**config.mk**
```make
export PLATFORM = sky130hd
export DESIGN_NAME = subckt_stim_driver_flat
export DESIGN_NICKNAME = d
export VERILOG_FILES = /design/src/rtl/subckt_stim_driver_pkg.sv /design/src/rtl/subckt_stim_driver_if.sv /design/src/rtl/subckt_stim_driver_lfsr.sv /design/src/rtl/subckt_stim_driver.sv /design/src/flat_wrapper.sv
export SDC_FILE = /design/constraint.sdc
export NUM_CORES = 1
export LEC_CHECK = 0
export ABC_CLOCK_PERIOD_IN_PS = 5540
export CAP_MARGIN = 20
export CORE_MARGIN = 5
export CORE_UTILIZATION = 58
export DETAILED_ROUTE_END_ITERATION = 10
export PLACE_DENSITY_LB_ADDON = 0.3
export SYNTH_ARGS = -nofsm -noshare
export SYNTH_HDL_FRONTEND = slang
export SYNTH_SLANG_ARGS = --single-unit
```
**constraint.sdc**
```tcl
create_clock -name I1470_clk -period 5.54 [get_ports I1470_clk]
set_input_delay 1.662 -clock I1470_clk [delete_from_list [all_inputs] [get_ports I1470_clk]]
set_output_delay 1.662 -clock I1470_clk [all_outputs]
set_load 0.05 [all_outputs]
```
**src/rtl/subckt_stim_driver_pkg.sv**
```systemverilog
// subckt_tb_pkg: shared types and constants for the subcircuit stimulus driver.
//   state_t        driver FSM states
//   LFSR_TAPS      feedback taps (bits 15, 13, 12, 10)
//   SEED_DEFAULT   reset value of the seed register
//   SEED_NONZERO   stored in place of an all-zero seed so the LFSR cannot lock up
//   lfsr_step      one shift of a tapped register with a serial injection bit
package subckt_tb_pkg;
    typedef enum logic [2:0] {
        ST_IDLE,
        ST_APPLY,
        ST_SETTLE,
        ST_CAPTURE,
        ST_DONE
    } state_t;
    localparam logic [15:0] LFSR_TAPS    = 16'hB400;
    localparam logic [15:0] SEED_DEFAULT = 16'hACE1;
    localparam logic [15:0] SEED_NONZERO = 16'h0001;
    function automatic logic [15:0] lfsr_step(input logic [15:0] q, input logic inj);
        return {q[14:0], ^(q & LFSR_TAPS) ^ inj};
    endfunction
endpackage

```
**src/rtl/subckt_stim_driver_if.sv**
```systemverilog
// subckt_stim_driver_if: control, stimulus and response bundle of the stimulus driver.
//   start/seed_load/seed  run control from the test flow
//   resp                  subcircuit output
//   stim/stim_valid       vector driven into the subcircuit
//   busy/done             run status
//   signature/vec_count   compacted response and progress
// master is the driver itself; slave is the surrounding flow and subcircuit.
interface subckt_stim_driver_if #(
    parameter int VEC_W = 5
);
    logic             start;
    logic             seed_load;
    logic [15:0]      seed;
    logic             resp;
    logic [VEC_W-1:0] stim;
    logic             stim_valid;
    logic             busy;
    logic             done;
    logic [15:0]      signature;
    logic [15:0]      vec_count;
    modport master (
        input  start, seed_load, seed, resp,
        output stim, stim_valid, busy, done, signature, vec_count
    );
    modport slave (
        output start, seed_load, seed, resp,
        input  stim, stim_valid, busy, done, signature, vec_count
    );
endinterface

```
**src/rtl/subckt_stim_driver_lfsr.sv**
```systemverilog
// subckt_lfsr16: 16-bit tapped shift register with serial injection, load and enable.
//   clk       clock
//   rst_n     synchronous active-low reset, clears q
//   load      load load_val (wins over en)
//   load_val  value for load
//   en        shift one step, feeding back taps xor inj
//   inj       serial injection bit (0 for a plain LFSR, response bit for a signature)
//   q         register contents
module subckt_lfsr16
    import subckt_tb_pkg::*;
(
    input  logic        clk,
    input  logic        rst_n,
    input  logic        load,
    input  logic [15:0] load_val,
    input  logic        en,
    input  logic        inj,
    output logic [15:0] q
);
    always_ff @(posedge clk) begin
        if (!rst_n)
            q <= '0;
        else if (load)
            q <= load_val;
        else if (en)
            q <= lfsr_step(q, inj);
    end
endmodule

```
**src/rtl/subckt_stim_driver.sv**
```systemverilog
// subckt_stim_driver: drives LFSR vectors into a subcircuit and compacts its output into a signature.
//   I1470_clk  clock
//   I1477_rst  synchronous active-low reset
//   bus        subckt_stim_driver_if.master: start/seed_load/seed/resp in,
//              stim/stim_valid/busy/done/signature/vec_count out
// Each vector runs APPLY (1) -> SETTLE (SETTLE cycles) -> CAPTURE (1); after
// N_VEC captures the driver parks in DONE holding signature and vec_count.
module subckt_stim_driver
    import subckt_tb_pkg::*;
#(
    parameter int          VEC_W  = 5,
    parameter int          N_VEC  = 1000,
    parameter int          SETTLE = 3,
    parameter logic [15:0] SEED   = SEED_DEFAULT
) (
    input logic                   I1470_clk,
    input logic                   I1477_rst,
    subckt_stim_driver_if.master  bus
);
    state_t      state;
    logic [15:0] seed_reg;
    logic [15:0] seed_eff;
    logic [15:0] seed_use;
    logic [15:0] lfsr_q;
    logic [15:0] vec_next;
    logic [7:0]  settle_cnt;
    logic        launch;
    logic        capture;
    always_comb begin
        seed_eff = bus.seed == 16'h0000 ? SEED_NONZERO : bus.seed;
        // a seed loaded together with start is used by that start
        seed_use = bus.seed_load ? seed_eff : seed_reg;
        launch   = (state == ST_IDLE || state == ST_DONE) && bus.start;
        capture  = state == ST_CAPTURE;
        vec_next = bus.vec_count + 16'd1;
    end
    subckt_lfsr16 u_lfsr (
        .clk      (I1470_clk),
        .rst_n    (I1477_rst),
        .load     (launch),
        .load_val (seed_use),
        .en       (capture),
        .inj      (1'b0),
        .q        (lfsr_q)
    );
    subckt_lfsr16 u_sig (
        .clk      (I1470_clk),
        .rst_n    (I1477_rst),
        .load     (launch),
        .load_val (16'h0000),
        .en       (capture),
        .inj      (bus.resp),
        .q        (bus.signature)
    );
    always_ff @(posedge I1470_clk) begin
        if (!I1477_rst) begin
            state          <= ST_IDLE;
            seed_reg       <= SEED;
            settle_cnt     <= '0;
            bus.stim       <= '0;
            bus.stim_valid <= 1'b0;
            bus.busy       <= 1'b0;
            bus.done       <= 1'b0;
            bus.vec_count  <= '0;
        end else begin
            case (state)
                ST_IDLE, ST_DONE: begin
                    if (bus.seed_load)
                        seed_reg <= seed_eff;
                    if (bus.start) begin
                        state          <= ST_APPLY;
                        bus.stim       <= seed_use[VEC_W-1:0];
                        bus.stim_valid <= 1'b1;
                        bus.busy       <= 1'b1;
                        bus.done       <= 1'b0;
                        bus.vec_count  <= '0;
                    end
                end
                ST_APPLY: begin
                    settle_cnt <= '0;
                    state      <= SETTLE > 0 ? ST_SETTLE : ST_CAPTURE;
                end
                ST_SETTLE: begin
                    settle_cnt <= settle_cnt + 8'd1;
                    if (settle_cnt == 8'(SETTLE - 1))
                        state <= ST_CAPTURE;
                end
                ST_CAPTURE: begin
                    bus.vec_count <= vec_next;
                    if (vec_next == 16'(N_VEC)) begin
                        state          <= ST_DONE;
                        bus.stim_valid <= 1'b0;
                        bus.busy       <= 1'b0;
                        bus.done       <= 1'b1;
                    end else begin
                        state    <= ST_APPLY;
                        // low bits of the LFSR value after this capture's shift
                        bus.stim <= {lfsr_q[VEC_W-2:0], ^(lfsr_q & LFSR_TAPS)};
                    end
                end
                default: state <= ST_IDLE;
            endcase
        end
    end
endmodule

```
**src/flat_wrapper.sv**
```systemverilog
// flat-port wrapper written by rule: the top's interface ports become plain ports
module subckt_stim_driver_flat import subckt_tb_pkg::*;
#(
    parameter int          VEC_W  = 5,
    parameter int          N_VEC  = 1000,
    parameter int          SETTLE = 3,
    parameter logic [15:0] SEED   = SEED_DEFAULT
)
  (I1470_clk, I1477_rst, bus_start, bus_seed_load, bus_seed, bus_resp, bus_stim, bus_stim_valid, bus_busy, bus_done, bus_signature, bus_vec_count);
  subckt_stim_driver_if #(.VEC_W(VEC_W)) bus_i ();
  input logic I1470_clk;
  input logic I1477_rst;
  input wire logic [$bits(bus_i.start)-1:0] bus_start;
  input wire logic [$bits(bus_i.seed_load)-1:0] bus_seed_load;
  input wire logic [$bits(bus_i.seed)-1:0] bus_seed;
  input wire logic [$bits(bus_i.resp)-1:0] bus_resp;
  output wire logic [$bits(bus_i.stim)-1:0] bus_stim;
  output wire logic [$bits(bus_i.stim_valid)-1:0] bus_stim_valid;
  output wire logic [$bits(bus_i.busy)-1:0] bus_busy;
  output wire logic [$bits(bus_i.done)-1:0] bus_done;
  output wire logic [$bits(bus_i.signature)-1:0] bus_signature;
  output wire logic [$bits(bus_i.vec_count)-1:0] bus_vec_count;
  assign bus_i.start = bus_start;
  assign bus_i.seed_load = bus_seed_load;
  assign bus_i.seed = bus_seed;
  assign bus_i.resp = bus_resp;
  assign bus_stim = bus_i.stim;
  assign bus_stim_valid = bus_i.stim_valid;
  assign bus_busy = bus_i.busy;
  assign bus_done = bus_i.done;
  assign bus_signature = bus_i.signature;
  assign bus_vec_count = bus_i.vec_count;
  subckt_stim_driver #(.VEC_W(VEC_W), .N_VEC(N_VEC), .SETTLE(SETTLE), .SEED(SEED)) u_core (.I1470_clk(I1470_clk), .I1477_rst(I1477_rst), .bus(bus_i));
endmodule
```
[Word-level counts from Yosys, hierarchy flattened]
Cells that the tools add are included.
Storage, ports and cells
  flip-flop bits (word level): 82
  bits of input ports: 21
  output and inout port bits: 40
  word-level logic and storage cells: 58
Operators by class
  $add $sub $neg: 2
  equality and inequality tests: 10
  muxes and demuxes: 20
  bitwise operators: 2
  reductions and logical operators: 15
Operators by type and width (count)
  16-bit 2-to-1 mux: 5
  16-bit one-hot mux with 2 select lines: 1
  16-bit parity: 2
  16-bit by 1-bit adder with 16-bit output (second input constant): 1
  16-bit by 10-bit equality test with 1-bit output (second input constant): 1
  16-bit logical NOT: 1
  8-bit one-hot mux with 2 select lines: 1
  3-bit one-hot mux with 4 select lines: 1
  5-bit 2-to-1 mux: 2
  5-bit one-hot mux with 2 select lines: 1
  3-bit 2-to-1 mux: 3
  8-bit by 1-bit adder with 8-bit output (second input constant): 1
  8-bit by 2-bit equality test with 1-bit output (second input constant): 1
  3-bit by 2-bit equality test with 1-bit output (second input constant): 2
  2-bit inequality test (second input constant): 3
  3-bit AND reduction: 2
  2-bit nonzero test: 3
  1-bit 2-to-1 mux: 4
  1-bit one-hot mux with 2 select lines: 2
  2-bit AND reduction: 2
  2-bit OR reduction: 2
  3-bit by 1-bit equality test with 1-bit output (second input constant): 1
  3-bit equality test (second input constant): 1
  3-bit logical NOT: 1
  other kinds (5): 5

[Longest topological paths before layout]
  word-level depth: 5
  mapped depth: 10
  mapped depth without buffers: 8

[Cells and area by module]
From an unflattened synthesis, not the netlist that was laid out.
Unflattened totals
  cells, all modules: 511
  area, all modules: 4354.2 um^2
Modules (own cells, without submodules)
  subckt_stim_driver: times used 1, cells an instance 333, area an instance 2725.1 um^2, seq. area each 1001.0 um^2
  subckt_lfsr16: times used 2, cells an instance 89, area an instance 814.5 um^2, seq. area each 320.3 um^2

[Worst setup path after synthesis]
Ideal clock, no wire load.
  kind: in2reg
  start: input bus_seed_load
  end: register u_core.u_lfsr.q[10]
  library setup time: 115 ps
  arrival time: 2970 ps
  required time: 5425 ps
  setup slack: 2454 ps
  stages on the path: 5
  path buffers: 2
  cell sequence: clkbuf_1 > buf_1 > mux2i_1 > nand2_1 > and3_1
On the way
  word-level cells in the longest chain between the ends: 2
Ends and longest elaborated chain
  start: declaration: RTL line flat_wrapper.sv:14  | input wire logic [$bits(bus_i.seed_load)-1:0] bus_seed_load;
  16-bit 2-to-1 mux: RTL line subckt_stim_driver.sv:32  | seed_use = bus.seed_load ? seed_eff : seed_reg;
  16-bit 2-to-1 mux: RTL line subckt_stim_driver_lfsr.sv:23  | else if (load)
  end signal: assignment: RTL line subckt_stim_driver_lfsr.sv:24  | q <= load_val;
  end signal: assignment: RTL line subckt_stim_driver_lfsr.sv:26  | q <= lfsr_step(q, inj);
  end: declaration: RTL line subckt_stim_driver_lfsr.sv:18  | output logic [15:0] q
Every way passes these cells.
A chain may end at the register's enable or synchronous reset.

[Final worst setup path]
  start: register u_core.bus.vec_count[0]
  end: output bus_vec_count[0]
RTL lines
  start: declaration: RTL line subckt_stim_driver_if.sv:23  | output stim, stim_valid, busy, done, signature, vec_count
  start signal: assignment: RTL line subckt_stim_driver.sv:89  | bus.vec_count <= vec_next;
  end: declaration: RTL line flat_wrapper.sv:22  | output wire logic [$bits(bus_i.vec_count)-1:0] bus_vec_count;
No word-level cell between the ends.

==> metrics.yaml <==
htree_levels: 3
crit_required_ns: 3.88
n_antenna_cell: 0
cts.sinks: 82
multi_input_area_sq_um: 2166
yosysWarnings: 0
crit_chain: "clkdlybuf4s50_1"
finalMaxSlewViolations: 0
internal_power_w: 0.0009141
numPortBuffers: 60
die-area_sq_um: 8592
start_kind: "flip-flop"
layout.nets: 566
cpPeakStageDelay_ns: 0.88
ys.flop_type: "dfxtp_1"
row_count: 30
clkTransAtPathRegs_ns: 0.09
track_usage_pct: 21.95
ys_seq_elements: 82
clock_skew_ns: 0.01179
crit_family: "buffers and inverters"
critPathKind: "flip-flop to output pin"
fillCellCount: 534
vdd_drop_max_mv: 0.1495
grt_pass1_vias: 3333
dp_hpwl_mm: 6.217
fin_crit_sh_pct: 61.57
p_clk_share_pct: 29.2
start_util_pct: 59.03
drive_gt1_share_pct: 6.399
synthDistinctLibCells: 52
tns_ns: 0
antenna_left: 0
cts_buffers: 9
yosys-top-cells-area: "dfxtp_1, nand2_1, a21oi_1"
swShare_pct: 32.21
yosysTopAreaCell: "dfxtp_1"
area_growth_pct: 19.15
post_cts_buffers: 0
fin_crit_ns: 3.411
fmax_mhz: 293.2
cts_hold_buffers: 0
syn-num-nets: 525
netSwitchingPower_w: 0.0004344
tightest_slew_ns: 0.9548
synth_edf_count: 0
seqPwrFrac_pct: 50.1
die_h_um: 92.70
syn_area_sq_um: 3966
synth.top_cell.area_share_pct: 41.39
design.core.area_sq_um: 6719
drc: 0
slew_headroom_pct: 36.15
wl_per_cell_um: 14.85
final-seq-area_sq_um: 1642
worstSkewPairLatency_ns: 0.36
vias: 3688
async_reset_ff_share_pct: 0
maxCapViolCount: 0
synth_area_per_cell_sq_um: 7.917
ios: 61
cts_root_buf: "clkbuf_8"
grt_start_max_net_pins: 55
endpoint_kind: "output pin"
critPathSlowestCell: "clkdlybuf4s50_1"
cts_tree: "yes"
antenna_found_initial: 0
dr.pass1.iters: 5
finalHoldViolations: 0
hold_ws_ns: 0.4740
drtIter0Drc: 247
wirelength_mm: 9.308
arrival_ns: 1.75
avgViaCountPerCell: 5.882
status: "finished clean"
grt_pass1_wl_mm: 15.49
path_buf_inv: 1
postSynthCellCount: 501
hold_path.class: "flip-flop to flip-flop"
yosysSeqAreaShare_pct: 41.39
power_density_nw_per_um2: 285.4
cts_resized: 0
setup_viol: 0
die_x_um: 92.70
globalplace.congestion: 0.8181
rsz0062_at_grt: "no"
grt-ovfl-total: 0
clockBufferDepth: 2
p_leak_nw: 1.815
cp_max_fo: 8
combPwrFrac_pct: 20.7
synth_stat cells, drive strengths merged, types with 2 or more instances:
| cell | instances |
|---|---|
| nand2 | 121 |
| dfxtp | 82 |
| a21oi | 42 |
| nand3 | 30 |
| nor2 | 27 |
| clkbuf | 25 |
| and3 | 17 |
| mux2i | 17 |
| o21ai | 15 |
| o211a | 11 |
| o211ai | 10 |
| xnor2 | 10 |
| buf | 9 |
| nor2b | 8 |
| nor4 | 8 |
| nor3 | 7 |
| and2 | 6 |
| nand4 | 6 |
| a31oi | 5 |
| o21a | 5 |
| or2 | 5 |
| a21boi | 3 |
| ha | 3 |
| inv | 3 |
| or3 | 3 |
| a211oi | 2 |
| and3b | 2 |
| mux2 | 2 |
| nand3b | 2 |
| or4 | 2 |
| or4b | 2 |
stage by stage:
stage / utilization, % / area [sq um] / total power [W] / setup slack [ns] / cells
3_5_place_dp: 67.60 / 4542 / 0.0009641 / 1.772 / 610
5_1_grt: 70.34 / 4726 / 0.001422 / 2.018 / 627
3_3_place_gp: 67.60 / 4542 / 0.0009524 / 1.852 / 610
4_1_cts: 70.22 / 4718 / 0.001354 / 2.115 / 626
6_report: 70.34 / 4726 / 0.001349 / 2.129 / 627
2_1_floorplan: - / 3966 / 0.0008902 / 2.454 / 501
final timing paths:
check                                            start                                 end  slack (ns)  cells past startpoint
hold / removal          u_core.u_sig.q[8]$_SDFFE_PP0P_      u_core.u_sig.q[9]$_SDFFE_PP0P_        0.47                      2
setup / recovery  u_core.bus.vec_count[0]$_SDFFE_PN0P_                    bus_vec_count[0]        2.13                      1
hold reg to reg         u_core.u_sig.q[8]$_SDFFE_PP0P_      u_core.u_sig.q[9]$_SDFFE_PP0P_        0.47                      2
setup reg to reg  u_core.bus.vec_count[0]$_SDFFE_PN0P_  u_core.bus.stim_valid$_SDFFE_PN0P_        2.58                      7
worst register-to-register path: cells and delay by family (launching register included):
kind / cells / cell delay [ns]
and+or+nand+nor: 4 / 1.64
adders and majority gates: 1 / 0.31
AOI/OAI and AO/OA: 2 / 0.39
DFF: 1 / 0.52
area by class of cell:
type | count | share of cell area [%]
clock buffers | 9 | 2.621
clock inverters | 7 | 1.112
inverters | 3 | 0.2383
multi-input cells | 382 | 45.83
flip-flops and latches | 82 | 34.74
well taps | 80 | 2.118
repair buffers | 64 | 13.34
placed cells by master, fill, tap and decap left out, types with 11 or more instances in the layout:
cell type,count
and3_1,17
mux2i_1,17
clkdlybuf4s50_1,60
a21oi_1,40
nand2_1,121
nand3_1,28
o21ai_0,14
dfxtp_1,82
o211a_1,11
nor2_1,27
power by group through the flow:
stage | registers, W | logic [W] | clock network (W)
global placement | 0.000685 | 0.000268 | 0
CTS | 0.000675 | 0.000278 | 0.000401
floorplan | 0.000698 | 0.000192 | 0
global route | 0.000681 | 0.000313 | 0.000428
finish | 0.000675 | 0.000280 | 0.000393
detailed placement | 0.000688 | 0.000276 | 0
cell families (layout without fill, tap and decap cells):
kind of cell    after synthesis  count (layout)  synth area share, %
flops                        82              82                41.39
xor+xnor                     10              10                2.208
compound gates              102             102                16.66
fa+ha+maj                     3               3               0.9465
buf+inv                      37              83                4.006
mux                          19              19                5.047
simple gates                248             248                29.75
layer usage:
layer  vias to the layer above  routed length (um)  GRT usage (%)
li1                       1833                   -              -
met1                      1737                4047          27.75
met2                       102                4651          37.16
met3                        16                 480          4.874
met4                         0                 129          7.082
met5                         -                   0              0
Power figures use the tool's default switching activity.
